===== src/rtl/riscv_fetch_queue.sv =====
// Instruction-fetch front end: owns the fetch PC, issues 1-cycle imem requests and queues
// {instr, pc} pairs in a DEPTH-entry FIFO for decode. Define FETCH_BYPASS_EN for the empty-FIFO bypass.

module riscv_fetch_queue_chk #(
  parameter int DEPTH = 4,
  parameter int CW    = 3
) (
  input logic          clk,
  input logic          reset,
  input logic          push,
  input logic          fifo_pop,
  input logic [CW-1:0] count
);
  // The credit rule must keep every push away from a full FIFO.
  a_no_overflow: assert property (@(posedge clk) disable iff (!reset)
    (push && !fifo_pop) |-> (count < CW'(DEPTH)))
    else $error("fetch queue push into full FIFO");

  // Occupancy can never exceed the number of entries.
  a_count_range: assert property (@(posedge clk) disable iff (!reset)
    count <= CW'(DEPTH))
    else $error("fetch queue count out of range");
endmodule

module riscv_fetch_queue #(
  parameter int              XLEN     = 32,
  parameter int              DEPTH    = 4,
  parameter logic [XLEN-1:0] RESET_PC = 32'h0000_0000
) (
  input  logic                   clk,
  input  logic                   reset,
  output logic                   imem_req,
  output logic [XLEN-1:0]        imem_addr,
  input  logic [31:0]            imem_rdata,
  input  logic                   redirect,
  input  logic [XLEN-1:0]        redirect_pc,
  output logic                   out_valid,
  input  logic                   out_ready,
  output logic [31:0]            out_instr,
  output logic [XLEN-1:0]        out_pc,
  output logic [$clog2(DEPTH):0] occupancy
);
  localparam int PW = $clog2(DEPTH);
  localparam int CW = PW + 1;
  localparam int NW = CW + 1;
  localparam logic [XLEN-1:0] PC_STEP    = XLEN'(32'd4);
  localparam logic [XLEN-1:0] ALIGN_MASK = ~XLEN'(32'd3);

  logic [XLEN-1:0] fetch_pc_q, fetch_pc_d;
  logic            inflight_q, inflight_d;
  logic [XLEN-1:0] inflight_pc_q, inflight_pc_d;
  logic [PW-1:0]   rd_ptr_q, rd_ptr_d;
  logic [PW-1:0]   wr_ptr_q, wr_ptr_d;
  logic [CW-1:0]   count_q, count_d;
  logic [31:0]     fifo_instr_q [DEPTH];
  logic [XLEN-1:0] fifo_pc_q    [DEPTH];

  logic            fifo_empty_s;
  logic            bypass_s;
  logic            pop_s;
  logic            fifo_pop_s;
  logic            push_s;
  logic [NW-1:0]   need_s;
  logic            credit_s;

  // Decode-side view, pop/push qualification and the fetch credit check.
  always_comb begin
    fifo_empty_s = (count_q == CW'(0));
`ifdef FETCH_BYPASS_EN
    bypass_s     = fifo_empty_s && inflight_q;
`else
    bypass_s     = 1'b0;
`endif
    if (bypass_s) begin
      out_valid = 1'b1;
      out_instr = imem_rdata;
      out_pc    = inflight_pc_q;
    end else if (!fifo_empty_s) begin
      out_valid = 1'b1;
      out_instr = fifo_instr_q[rd_ptr_q];
      out_pc    = fifo_pc_q[rd_ptr_q];
    end else begin
      out_valid = 1'b0;
      out_instr = 32'h0000_0000;
      out_pc    = {XLEN{1'b0}};
    end
    pop_s      = out_valid && out_ready;
    fifo_pop_s = pop_s && !fifo_empty_s;
    // A bypassed response that decode takes never enters the FIFO.
    push_s     = inflight_q && !redirect && !(bypass_s && out_ready);
    need_s     = NW'(count_q) + NW'(inflight_q) - NW'(pop_s);
    credit_s   = (need_s < NW'(DEPTH));
    imem_req   = reset && !redirect && credit_s;
    imem_addr  = fetch_pc_q;
    occupancy  = count_q;
  end

  // Next-state for fetch PC, in-flight tracking and FIFO bookkeeping; redirect wins.
  always_comb begin
    fetch_pc_d    = fetch_pc_q;
    inflight_d    = imem_req;
    inflight_pc_d = inflight_pc_q;
    rd_ptr_d      = rd_ptr_q;
    wr_ptr_d      = wr_ptr_q;
    count_d       = count_q;
    if (redirect) begin
      fetch_pc_d = redirect_pc & ALIGN_MASK;
      inflight_d = 1'b0;
      rd_ptr_d   = PW'(0);
      wr_ptr_d   = PW'(0);
      count_d    = CW'(0);
    end else begin
      if (imem_req) begin
        fetch_pc_d    = fetch_pc_q + PC_STEP;
        inflight_pc_d = fetch_pc_q;
      end else begin
        fetch_pc_d    = fetch_pc_q;
        inflight_pc_d = inflight_pc_q;
      end
      if (push_s) begin
        wr_ptr_d = wr_ptr_q + PW'(1);
      end else begin
        wr_ptr_d = wr_ptr_q;
      end
      if (fifo_pop_s) begin
        rd_ptr_d = rd_ptr_q + PW'(1);
      end else begin
        rd_ptr_d = rd_ptr_q;
      end
      count_d = count_q + CW'(push_s) - CW'(fifo_pop_s);
    end
  end

  // Control state registers.
  always_ff @(posedge clk or negedge reset) begin
    if (!reset) begin
      fetch_pc_q    <= RESET_PC;
      inflight_q    <= 1'b0;
      inflight_pc_q <= {XLEN{1'b0}};
      rd_ptr_q      <= PW'(0);
      wr_ptr_q      <= PW'(0);
      count_q       <= CW'(0);
    end else begin
      fetch_pc_q    <= fetch_pc_d;
      inflight_q    <= inflight_d;
      inflight_pc_q <= inflight_pc_d;
      rd_ptr_q      <= rd_ptr_d;
      wr_ptr_q      <= wr_ptr_d;
      count_q       <= count_d;
    end
  end

  // FIFO storage, written at the tail on each accepted response.
  always_ff @(posedge clk or negedge reset) begin
    if (!reset) begin
      for (int i = 0; i < DEPTH; i++) begin
        fifo_instr_q[i] <= 32'h0000_0000;
        fifo_pc_q[i]    <= {XLEN{1'b0}};
      end
    end else if (push_s) begin
      fifo_instr_q[wr_ptr_q] <= imem_rdata;
      fifo_pc_q[wr_ptr_q]    <= inflight_pc_q;
    end
  end

  riscv_fetch_queue_chk #(
    .DEPTH (DEPTH),
    .CW    (CW)
  ) u_chk (
    .clk      (clk),
    .reset    (reset),
    .push     (push_s),
    .fifo_pop (fifo_pop_s),
    .count    (count_q)
  );
endmodule


===== config.mk =====
export PLATFORM = sky130hd
export DESIGN_NAME = riscv_fetch_queue
export DESIGN_NICKNAME = d
export VERILOG_FILES = /design/src/rtl/riscv_fetch_queue.sv
export SDC_FILE = /design/constraint.sdc
export NUM_CORES = 1
export LEC_CHECK = 0
export ABC_AREA = 1
export CORE_ASPECT_RATIO = 1.1
export CORE_MARGIN = 2
export CORE_UTILIZATION = 45
export CTS_BUF_LIST = sky130_fd_sc_hd__clkbuf_4 sky130_fd_sc_hd__clkbuf_8
export DETAILED_ROUTE_END_ITERATION = 10
export DONT_BUFFER_PORTS = 1
export REMOVE_ABC_BUFFERS = 1
export SYNTH_ARGS = -nofsm -noshare
export SYNTH_HDL_FRONTEND = slang
export SYNTH_SLANG_ARGS = --single-unit

===== constraint.sdc =====
create_clock -name clk -period 3.08 [get_ports clk]
set_input_delay 0.77 -clock clk [delete_from_list [all_inputs] [get_ports clk]]
set_output_delay 0.77 -clock clk [all_outputs]
set_load 0.005 [all_outputs]

Word level (Yosys, flattened, before mapping)
Index checks and enable logic that the tools add are counted.

Flip-flop bits (word level): 328. Logic and storage cells: 62. Input bits: 68. Output and inout bits: 101.

$lt $le $gt $ge: 4. Bitwise logic cells: 3. Multiplexer cells: 21. Add/sub/neg operators: 7. Reduce and logical (&&, ||, !) cells: 13.

Operators by type and width (count): 32-bit 2-to-1 mux (9); 128-bit bitwise mux (2); 32-bit binary-select mux with 2-bit select (2); 32-bit demux with 2-bit select (1); 32-bit by 3-bit adder with 32-bit output, second input constant (1); 2-bit 2-to-1 mux (4); 3-bit >= comparator, second input constant (2); 1-bit logical AND (6); 2-bit inverter with 3-bit output (2); 2-bit nonzero test (3); 2-bit by 1-bit adder with 2-bit output, second input constant (2); 3-bit by 1-bit adder with 4-bit output (1); 4-bit by 3-bit less-than comparator with 1-bit output, second input constant (1); 4-bit by 1-bit subtractor with 4-bit output (1); 3-bit by 1-bit adder with 3-bit output (1); 3-bit zero test (1); 3-bit by 1-bit less-than comparator with 1-bit output, second input constant (1); 3-bit 2-to-1 mux (1); 3-bit by 1-bit subtractor with 3-bit output (1); 1-bit zero test (2); 1-bit 2-to-1 mux (2); 2-bit AND reduction (1); 1-bit inverter (1).

Logic depth before layout (Yosys ltp)
Gate-level depths: netlist of run 1.

Depth in word-level cells: 8. Depth in mapped cells: 17. Gate-level depth less buffers: 16.

Least setup slack after synthesis of run 1
Ideal clock, no wire load.

Path kind: in2out. Start: in out_ready. End: out imem_req. Path buffers: 2. Path slack: 0.195 ns. Data required time: 2.310 ns. Stages on the path: 12. Arrival time: 2.115 ns. Path through: nand2_1 inv_1 ha_1 inv_1 ha_1 nand3_1 nand2_1 nand2_1 nand3_4 nor2_8 buf_8 buf_6.

Cells in the longest elaborated chain, start to end: 4.

Ends and longest elaborated chain: start: declaration (line 38) `input logic out_ready,`; 1-bit logical AND (line 87) `pop_s = out_valid && out_ready;`; 4-bit by 1-bit subtractor with 4-bit output (line 91) `need_s = NW'(count_q) + NW'(inflight_q) - NW'(pop_s);`; 4-bit by 3-bit less-than comparator with 1-bit output (line 92) `credit_s = (need_s < NW'(DEPTH));`; 1-bit logical AND (line 93) `imem_req = reset && !redirect && credit_s;`; end: declaration (line 32) `output logic imem_req,`.

No other way between the ends.

Worst setup path in the final report of run 1
Start: reg count_q[2], in the netlist occupancy[2]. End: out imem_req.

Cells in the longest elaborated chain, start to end: 6. Elaborated cells on any way between the ends: 7. Classes of those cells: add/sub: 2; order compare: 1; mux: 1; reduce/logical: 3.

Ends and longest elaborated chain: start: declaration (line 54) `logic [CW-1:0] count_q, count_d;`; start signal: assignment (line 149) `count_q <= count_d;`; 3-bit zero test (line 68) `fifo_empty_s = (count_q == CW'(0));`; 1-bit 2-to-1 mux (line 78) `end else if (!fifo_empty_s) begin`; named net out_valid (line 37) `output logic out_valid,`; 1-bit logical AND (line 87); 4-bit by 1-bit subtractor with 4-bit output (line 91); 4-bit by 3-bit less-than comparator with 1-bit output (line 92); 1-bit logical AND (line 93).

The timed path passes the listed nets, and every way through them passes these cells.

==> results list, run 1 <==
* Library cell occupying the most area in the post-synthesis netlist: dfrtp_1
* Placed Cells incl. Taps: 2240
- Pin count of the biggest net entering global routing: 318
- Synthesis produced a netlist whose cell count is 1908.
- TritonCTS built the clock tree.
- Core Area: 33100 µm²
- DP Area: 15300 µm²
- Using the TritonRoute via totals, the vias-per-cell ratio works out to 5.32.
* Number of hold violations in the final report: 117
- Count of maximum capacitance violations: 0
- The count of buffers added on input and output ports is 0.
- The worst pin sits at a relative slew slack of 50.3%.
- Clock insertion delay at the later pin of the skew report: 0.58 ns
- Summed over all layers, the global routing overflow is 0.
- Global routing usage summed across all routing layers: 23.3%
* Number of cell rows: 70
* Total wire length after detailed routing: 40200 µm
- For this run, asynchronously set or reset flops after synthesis account for 100%.
- Between clock sinks in the finished design, the worst skew comes to 0.0170 ns.
* Type of the worst setup path: reg -> out
* Peak Freq: 330 MHz
- At the pin with the least slew margin, the transition time is 0.745 ns.
* Commonest cells in the netlist: 465 x nand2_1, 397 x o21ai_0, 316 x dfrtp_1
- VDD IR-drop max: 587 µV
* Library cells used by synthesis: 33
- Fraction of layout cells with a size suffix above 1: 8.55%
* Flop2flop setup slack: 0.59 ns
* Terminus of the critical flop-to-flop path: imem_addr[15]$_DFFE_PN0P_
- Final Non-Filler Cells: 2330
* Highest fanout seen on the critical path: 4
- Count of pins over their slew limit: 0
- Setup repair after global routing could not meet its margin everywhere.
- Crit end category: output pin
* Result of the run: complete, but fails checks
* Final estimated routing congestion in global placement: 0.871
- Yosys warning total: 0
- Largest buffer count on any clock path: 3
- Once layout is complete, the utilization of the core stands at 49.5%.
- Leading post-synthesis cells by cell area: dfrtp_1 53%, o21ai_0 13%, nand2_1 12%, nor2_1 7.5%, inv_1 2.6%
* Worst slack after detailed placement: 0.332 ns
* Seq/Total Area, Yosys: 52.6%
- Clock-pin slew was measured on the worst setup and hold paths at 0.06 ns.
- The tree is rooted in a clkbuf_8.
- Netlist Area Pre-Place: 15000 µm²
* DIE HEIGHT: 196 µm
- The area growth from synthesis to layout is 8.98%.
- Top cell type's share of synthesized area: 52.6%
* Average wire per cell in the routed design: 17.2 µm
- Wire length of the first global-routing pass: 64100 µm
- From left edge to right edge, the die measures 178 µm.
- Pre-Repair DR Iteration Count: 7
- Setup slack on the critical path of the routed design comes to 0.0514 ns.
- For this configuration, the core starts out at a cell density of 45.4%.
- DIE AREA: 34900 µm²
- The startpoint identified for the worst register-to-register timing path is occupancy[1]$_DFF_PN0_.
- Critical path startpoint: occupancy[2]$_DFF_PN0_
- For this run, design rule violations remaining after detail routing come to 0.
- The critical path ends at imem_req.
- 169 I/O pins were placed.
- Power Density: 845 nW/µm²
- The via count of the first global-routing pass came to 11800.
- Count of state elements after synthesis: 316
- Post-layout total power: 13.9 mW
* Required time at the worst-slack endpoint: 2.31 ns
* CTS sink count: 316
- Top FF cell, synth: dfrtp_1
* Number of DRC markers after the initial detailed-route iteration: 937
- Avg Cell Area, Syn: 7.88 µm²
* Final period util: 98.3%
- Setup violations remaining at the end of the flow were counted as 0.
- Cell area after layout: 16400 µm²
- CP Data Arrival Time: 2.26 ns
- Post-synth EDFFs: 0
* Reported leakage power: 7.53 nW
- The initial antenna violation count was 2.
* Min-Delay Path Class: in -> async
- Hold Slack: -0.105 ns
- The final route contains 12400 vias.
- Remaining antenna violation count after routing: 0
- Number of nets in the layout: 1945
* Reg2reg path depth: 17
- The checks that failed: negative hold slack.
* Final Critical Period: 3.03 ns
- Max H-tree Level: 2
- Leading cell type by number of instances after synthesis: nand2_1
* Setup crit start kind: flip-flop
* Post-DP HPWL: 23800 µm
- In this run, CTS created clock tree buffers numbering 51.
## placed cells by master, fill, tap and decap left out, types with 3 or more instances in the layout
cell	count
nand2_1	457
o21ai_0	397
dfrtp_1	311
nor2_1	301
inv_1	100
a21oi_1	67
nand3_1	67
clkbuf_8	64
buf_4	15
o21ai_2	13
clkbuf_4	12
buf_12	11
ha_1	8
inv_2	7
nor2_2	6
nand2_2	6
clkinv_2	6
nand2_4	5
o21bai_1	5
o21ai_1	4
xor2_1	4
conb_1	4
dfrtp_2	4
diode_2	3
nor2_4	3
nand3_2	3
nand4_1	3
## area by class of cell
type                    instances  area (µm²)
multi-input cells            1362        6180
clock inverters                 6        30.0
well taps                     432         541
flip-flops and latches        316        7920
clock buffers                  76         971
diodes                          3        7.51
repair buffers                 26         333
inverters                     109         414
fillers                      3287       16700
## how the worst min path moves through the flow
stage | startpoint | cells after the start | slack [ns] | end
2_1_floorplan | fifo_instr_q[0]$_DFFE_PN0P_ | 2 | 0.45 | fifo_instr_q[0]$_DFFE_PN0P_
3_3_place_gp | fifo_pc_q[3]$_DFFE_PN0P_ | 2 | 0.46 | fifo_pc_q[3]$_DFFE_PN0P_
3_5_place_dp | fifo_instr_q[88]$_DFFE_PN0P_ | 2 | 0.47 | fifo_instr_q[88]$_DFFE_PN0P_
4_1_cts | reset | 0 | -0.15 | fifo_instr_q[47]$_DFFE_PN0P_
5_1_grt | reset | 0 | -0.15 | fifo_instr_q[47]$_DFFE_PN0P_
6_report | reset | 0 | -0.11 | fifo_instr_q[47]$_DFFE_PN0P_
## metal layers
layer,global-route usage [%],part of all wire (%)
met5,0,0
met4,7.08,2.3
met3,5.64,6.9
met2,37.0,46
met1,31.6,45
## flip-flops by register name (all words and copies together), names as in the netlist
name	count
fifo_instr_q	128
rd_ptr_q	2
inflight_pc_q	30
wr_ptr_q	2
fifo_pc_q	120
occupancy	3
imem_addr	30
inflight_q	1
## critical path: stages, from the launching register on
cell     delay, ns
dfrtp_2       0.45
nor2_2        0.12
nand2_2       0.09
nand2_2       0.09
inv_2         0.05
ha_4          0.15
inv_2         0.05
ha_4          0.19
nand3_2       0.08
nand2_1       0.07
nand2_2       0.07
nand3_4       0.09
nor2_8        0.16
## repair_timing
item,4_1_cts,5_1_grt
buffers inserted,3,2
endpoints found under the hold margin,316,316
resized for setup,16,2
endpoints found under the setup margin,1,2
pin swaps,7,6
## through the flow
step                      TNS, ns  hold slack, ns
final                           0          -0.105
after floorplan            -94.90           0.448
after global routing      -0.0654          -0.150
after global placement          0           0.460
after CTS                 -0.0160          -0.155
after detailed placement        0           0.468
## cell families after synthesis
family | share of synthesized area (%)
XOR/XNOR | 0.233
other | 0.0249
flip-flops | 52.6
adder cells (fa/ha/maj) | 0.965
AO/OA/AOI/OAI | 16.8
buffers and inverters | 6.97
AND/OR/NAND/NOR | 22.4
## where the power goes
group	internal, mW	leakage, nW	total, mW	switching [mW]
Combinational	1.48	2.78	4.35	2.87
Sequential	5.15	4.21	5.90	0.747
Clock	1.99	0.539	3.60	1.62
Note: power is estimated with default switching activity, not from simulation.
==> inputs of run 2 (changes only) <==
--- a/config.mk
+++ b/config.mk
@@ -6,7 +6,7 @@
 export NUM_CORES = 1
 export LEC_CHECK = 0
 export ABC_AREA = 1
-export CORE_ASPECT_RATIO = 1.1
+export CORE_ASPECT_RATIO = 1.4
 export CORE_MARGIN = 2
 export CORE_UTILIZATION = 45
 export CTS_BUF_LIST = sky130_fd_sc_hd__clkbuf_4 sky130_fd_sc_hd__clkbuf_8
==> run 2 against run 1 <==
  * The run ends with negative hold slack, negative setup slack left
  * Global-route usage decreased by 0.21 points
  * Wire length fell by 0.88%
  * Largest cell class unchanged
  * Setup slack lost 0.092 ns
  * Cell count rose by 0.86%
  * Core utilization grew 0.25 points
  * Clock power rose by 8.9%
  * First-iteration DRC count decreased by 8.1%
  * Flip-flop and latch count unchanged
  * Non-clock buffer count up 4
==> results list, run 2 (same netlist as run 1, synthesis figures left out) <==
- Result of the run: complete, but fails checks
- Violations in the final reports: negative hold slack, negative setup slack
- Global routing usage summed across all routing layers: 23.1%
- Largest buffer count on any clock path: 3
- Derived from the worst setup path, the maximum achievable clock frequency is 320 MHz.
- The placed instances occupy a cell area of 15300 µm².
- Pre-Repair DR Iteration Count: 6
* Total wire length after detailed routing: 39800 µm
* Worst slew slack as a fraction of its limit: 24.6%
* Final estimated routing congestion in global placement: 0.810
- The floorplan step set the die width to 159 µm.
* Remaining antenna violation count after routing: 0
- 169 I/O pins were placed.
* Power Density: 857 nW/µm²
* Hold Slack: -0.101 ns
* DIE HEIGHT: 220 µm
- At the end of the flow, the number of nets in the layout was 1951.
- At the pin with the least slew margin, the transition time is 1.13 ns.
- The initial antenna violation count was 0.
* DIE AREA: 34900 µm²
- The finished cells cover 16500 µm².
- The first global-routing pass estimated 63900 µm of wire.
* Via total after detailed routing: 12400
- Across the routed clock network, the largest skew measured is 0.0255 ns.
- VDD IR-drop max: 549 µV
- Across the run, the number of max-cap violations was 0.
* Reported leakage power: 7.58 nW
- Count of pins over their slew limit: 0
- For this run, design rule violations remaining after detail routing come to 0.
* GR Overflow Total: 0
- The H-tree was split into 2 levels.
- Clock insertion delay at the later pin of the skew report: 0.59 ns
* Unrepaired setup endpoints after global routing: true
- TritonCTS clock tree: built
* Average wire per cell in the routed design: 16.9 µm
* Fill cell instance count of the final layout: 3261
* Number of buffers added by the clock tree synthesis step: 53
* Capturing element of the worst setup path: imem_req
* Sum Neg Setup Slack: -0.0410 ns
- The most critical setup path has its startpoint at occupancy[2]$_DFF_PN0_.
- Top flop regs: fifo_instr_q x128, fifo_pc_q x120
* Flip-flop count of the largest register after layout: 128
* Setup crit start kind: flip-flop
* Min-Delay Path Class: in -> async
* Final Critical Period: 3.12 ns
* Post-layout total power: 14.1 mW
* Final setup violation count: 1
- Terminus of the critical flop-to-flop path: imem_addr[6]$_DFFE_PN0P_
- Along the worst path, the maximum fanout reaches 4.
- Final worst setup slack: -0.0410 ns
- In the finished design, the share of the clock period the worst path needs comes to 101%.
* Initial Utilization: 45.4%
* Average via count per standard cell: 5.27
- For this block, the initial DRC count from the detailed router was 861.
- Post-DP HPWL: 23300 µm
- The via count of the first global-routing pass was 12100.
- Synthesis-to-finish area growth: 9.54%
* Required time at the worst-slack endpoint: 2.31 ns
* Reg2reg path depth: 16
- In this run the core area contains 79 standard-cell rows.
* Fraction of layout cells with a size suffix above 1: 8.77%
- The worst register-to-register path begins at occupancy[2]$_DFF_PN0_.
- The worst setup path is captured at an output pin.
- After clock tree synthesis, the clock-pin slew on the worst setup and hold paths is 0.07 ns.
- Entering global routing, the biggest net connects 318 pins.
- Cell at the root of the clock tree: clkbuf_8
- Largest Register: fifo_instr_q
- The worst register-to-register path has a setup slack of 0.55 ns.
- The library cells used most frequently in the layout, excluding fill and tap cells, are 456 x nand2_1, 397 x o21ai_0, 313 x dfrtp_1.
- Number of hold violations in the final report: 49
- Most frequent standard cell in the layout excluding fill and tap cells: nand2_1
- The count of buffers added on input and output ports is 0.
* CP Data Arrival Time: 2.35 ns
- Core Area: 33100 µm²
- By startpoint and endpoint, the worst setup path is classified as reg -> out.
- Clock tree synthesis found a total of 316 sinks.
[run 2: layout make-up]
cell class / count / area [µm²] / share of cell area (%)
Sequential cell: 316 / 7910 / 48.0
Multi-Input combinational cell: 1362 / 6170 / 37.5
Clock buffer: 84 / 1050 / 6.37
Tap cell: 445 / 557 / 3.38
Inverter: 109 / 413 / 2.51
Timing Repair Buffer: 30 / 304 / 1.85
Clock inverter: 3 / 65.1 / 0.395
Antenna cell: 1 / 2.50 / 0.0152
[run 2: worst max-delay path, stage by stage (launching register included)]
cell     delay, ns
dfrtp_2       0.45
nor2_2        0.13
nand2_2       0.10
nand2_2       0.10
inv_2         0.05
ha_4          0.16
inv_4         0.05
ha_4          0.19
nand3_2       0.08
nand2_2       0.07
nand2_2       0.08
nand3_4       0.10
nor2_8        0.19
[run 2: per-stage QoR]
step	std cells	hold WS, ns	utilization [%]	setup slack, ns
floorplan	1787	0.448	-	-1.53
global placement	2256	0.460	46.1	0.337
detailed placement	2256	0.467	46.1	0.265
CTS	2347	-0.152	49.7	-0.0595
global route	2349	-0.146	49.7	-0.145
finish	2350	-0.101	49.8	-0.0410
[run 2: worst min-delay path by stage]
| stage | end | slack [ns] |
|---|---|---|
| floorplan | fifo_instr_q[0]$_DFFE_PN0P_ | 0.45 |
| global placement | fifo_instr_q[88]$_DFFE_PN0P_ | 0.46 |
| detailed placement | fifo_instr_q[75]$_DFFE_PN0P_ | 0.47 |
| CTS | imem_addr[8]$_DFFE_PN0P_ | -0.15 |
| global route | fifo_pc_q[71]$_DFFE_PN0P_ | -0.15 |
| finish | fifo_pc_q[71]$_DFFE_PN0P_ | -0.10 |
[run 2: metal layers]
layer	up-vias	global-route usage (%)	share of wire (%)	wire [µm]
li1	6059	-	-	-
met1	5933	29.8	43	17200
met2	321	39.6	49	19500
met3	64	4.47	5.6	2220
met4	0	6.28	2.2	879
met5	-	0	0	0
[run 2: repair_timing]
| item | in CTS | in global routing |
|---|---|---|
| setup buffers | 4 | 2 |
| gates resized for setup | 11 | 4 |
| endpoints found under the hold margin | 316 | 316 |
| pin swaps | 7 | 8 |
| setup endpoints to repair | 1 | 10 |
[run 2: power breakdown]
group	internal (mW)	leakage [nW]	switching (mW)
clock	2.30	0.592	1.62
combinational	1.44	2.77	2.89
sequential	5.15	4.21	0.718
==> inputs of run 3 (changes only) <==
==> constraint.sdc (replaced) <==
create_clock -name clk -period 2.8 [get_ports clk]
set_input_delay 0.7 -clock clk [delete_from_list [all_inputs] [get_ports clk]]
set_output_delay 0.7 -clock clk [all_outputs]
set_load 0.005 [all_outputs]
==> run 3 against run 2 <==
  * The run still ends with negative hold slack, negative setup slack left
  * Core utilization grew 0.53 points
  * Die area is the same
  * Via count is essentially flat
  * Worst hold slack lost 0.094 ns
  * Sequential power grew 10%
  * Design area grew 1.1%
  * Sequential share of layout area shrank 0.50 points
  * Register-to-register slack lost 0.14 ns
  * Critical endpoint unchanged
  * Largest cell class unchanged
  * Largest power group unchanged
==> results list, run 3 (same netlist as run 1, synthesis figures left out) <==
- Result of the run: complete, but fails checks
- Violations in the final reports: negative hold slack, negative setup slack
- Summing all placed instances gives a cell area of 15400 µm².
- Counting the fill cells in the layout gives 3305.
* Worst slack after detailed placement: 0.159 ns
- Number of I/O pins: 169
- The via count of the first global-routing pass was 12000.
- Grouping stages by cell kind, the critical path spends the most delay in simple AND/OR/NAND/NOR gates.
* Port Buf Inserts: 0
- Min-Delay Path Class: in -> async
- Power spread over the standard cell area amounts to 938 nW/µm².
- Final Non-Filler Cells: 2365
- Peak Freq: 334 MHz
- CP Data Arrival Time: 2.30 ns
- Clock Pin Slew Worst Setup and Hold Paths: 0.06 ns
- The die is 159 µm wide.
* GR Overflow Total: 0
- Entering global routing, the biggest net connects 318 pins.
- The number of pins exceeding their max-slew limit in the final report was 0.
- Summing all non-filler instances in the final layout gives an area of 16600 µm².
- Number of hold violations in the final report: 225
- Total power for the finished layout comes to 15.6 mW.
* Synthesis-to-finish area growth: 10.7%
- DIE AREA: 34900 µm²
- The count of nets left with antenna violations once routing finished came out at 0.
* Total wire length after detailed routing: 40400 µm
* Initial Utilization: 45.4%
* Flop2flop setup slack: 0.41 ns
- On the final layout, the worst clock skew is 0.0269 ns.
- Reported leakage power: 7.67 nW
* Via total after detailed routing: 12400
- VDD IR-drop max: 560 µV
- The library cells used most frequently in the layout, excluding fill and tap cells, are 457 x nand2_1, 397 x o21ai_0, 313 x dfrtp_1.
- Setup crit start kind: flip-flop
* Required time at the worst-slack endpoint: 2.10 ns
* Flip-flop count of the largest register after layout: 128
* Slew @ Worst Pin: 0.940 ns
- Dividing the final minimum period by the clock period gives 107%.
- Highest-delay cell along the critical path: dfrtp_2
* Final worst setup slack: -0.197 ns
- Placed Cells incl. Taps: 2264
* Global routing usage summed across all routing layers: 23.7%
* Post-route DRC: 0
- Number of cells on the critical path: 12
- Setup violations remaining at the end of the flow were counted as 26.
- Counting I/O delays and the setup requirement, the final critical path takes 3.00 ns.
- Dividing the detail-routed via count by the number of cells gives 5.23.
- The initial antenna violation count was 0.
- In this run the worst setup path terminates at imem_req.
- Walking the worst path, the cells encountered are nor2_2, nand2_2, nand2_2, inv_2, ha_4, inv_2, ha_4, nand3_2, nand2_1, nand2_2, nand3_4, nor2_8.
* DIE HEIGHT: 220 µm
- Number of DRC markers after the initial detailed-route iteration: 849
* Critical path startpoint: occupancy[2]$_DFF_PN0_
* Number of cell rows: 79
* Largest Register: fifo_instr_q
- Terminus of the critical flop-to-flop path: inflight_pc_q[16]$_DFFE_PN0P_
- The worst register-to-register path has a depth of 16.
- At the later pin of the worst-skew pair, clock insertion delay measures 0.60 ns.
* Hold Slack: -0.196 ns
- TritonCTS clock tree: built
- STA classifies the critical path endpoint as an output pin.
- The worst pin sits at a relative slew slack of 37.4%.
- After detailed routing, the average wire length per cell comes to 17.1 µm.
- Clock tree synthesis inserted a total of 51 buffers.
- Fraction of layout cells with a size suffix above 1: 9.85%
* Start of the worst register-to-register path: occupancy[2]$_DFF_PN0_
- The critical path in this run is classified as reg -> out.
- Wire length of the first global-routing pass: 64800 µm
* Pre-Repair DR Iteration Count: 5
- Buffer and inverter count on the worst path: 2
- The largest single stage delay on the critical path is 0.45 ns.
- Top flop regs: fifo_instr_q x128, fifo_pc_q x120
- Max H-tree Level: 2
- In this run the worst path has a maximum fanout of 4.
- For this run, the post-layout net count is 1960.
* Post-DP HPWL: 23500 µm
* Largest buffer count on any clock path: 3
- Crit-path most repeated cell: nand2_2
* Core Area: 33100 µm²
- CTS sink count: 316
- Unrepaired setup endpoints after global routing: true
* Most frequent standard cell in the layout excluding fill and tap cells: nand2_1
- Final estimated routing congestion in global placement: 0.860
* Cell at the root of the clock tree: clkbuf_8
* Count of maximum capacitance violations: 0
run 3: area by class of cell:
cell class / instances / area, µm² / share of cell area [%]
timing repair buffer: 41 / 492 / 2.95
inverter: 109 / 414 / 2.49
multi-input combinational: 1362 / 6200 / 37.2
sequential: 316 / 7910 / 47.5
antenna: 1 / 2.50 / 0.0150
tap: 445 / 557 / 3.34
clock buffer: 89 / 1060 / 6.38
clock inverter: 2 / 10.0 / 0.0601
run 3: where the power goes:
part           leakage [nW]  total, mW  internal [mW]  switching [mW]
Sequential             4.21       6.47           5.67           0.805
Clock                 0.580       4.15           2.36            1.79
Combinational          2.87       5.00           1.76            3.24
run 3: what timing repair did:
action,CTS,global route
cloned,2,0
setup endpoints to repair,62,53
hold endpoints to repair,316,316
resized for setup,24,3
pin swaps,7,4
setup buffers,5,2
run 3: how the worst min path moves through the flow:
stage | start | to | slack (ns)
floorplan | reset | fifo_instr_q[0]$_DFFE_PN0P_ | 0.40
global placement | reset | fifo_pc_q[7]$_DFFE_PN0P_ | 0.42
detailed placement | reset | fifo_pc_q[71]$_DFFE_PN0P_ | 0.42
CTS | reset | fifo_instr_q[14]$_DFFE_PN0P_ | -0.23
global route | reset | fifo_pc_q[71]$_DFFE_PN0P_ | -0.22
finish | reset | fifo_pc_q[9]$_DFFE_PN0P_ | -0.20
run 3: worst reg2reg max path, stage by stage (launching register included):
cell     delay [ns]
dfrtp_2        0.45
nor2_2         0.10
nand2_2        0.10
nand2_2        0.10
inv_2          0.05
ha_4           0.15
inv_2          0.05
ha_4           0.19
nand3_2        0.08
nand2_1        0.06
nand2_2        0.07
nand3_4        0.09
nor2_8         0.21
buf_12         0.20
buf_4          0.23
nand2_1        0.10
o21ai_2        0.07
run 3: per-stage QoR:
step / utilization (%) / TNS (ns)
global placement: 46.4 / 0
detailed placement: 46.4 / 0
finish: 50.3 / -1.49
CTS: 50.2 / -3.11
global route: 50.3 / -6.66
floorplan: - / -108.59
run 3: per-layer routing:
| layer | up-vias | wire length [µm] | track usage (%) |
|---|---|---|---|
| met4 | 0 | 1150 | 7.63 |
| met5 | - | 0 | 0 |
| met1 | 5896 | 17400 | 30.7 |
| met3 | 74 | 2540 | 5.23 |
| met2 | 317 | 19300 | 39.5 |
| li1 | 6085 | - | - |
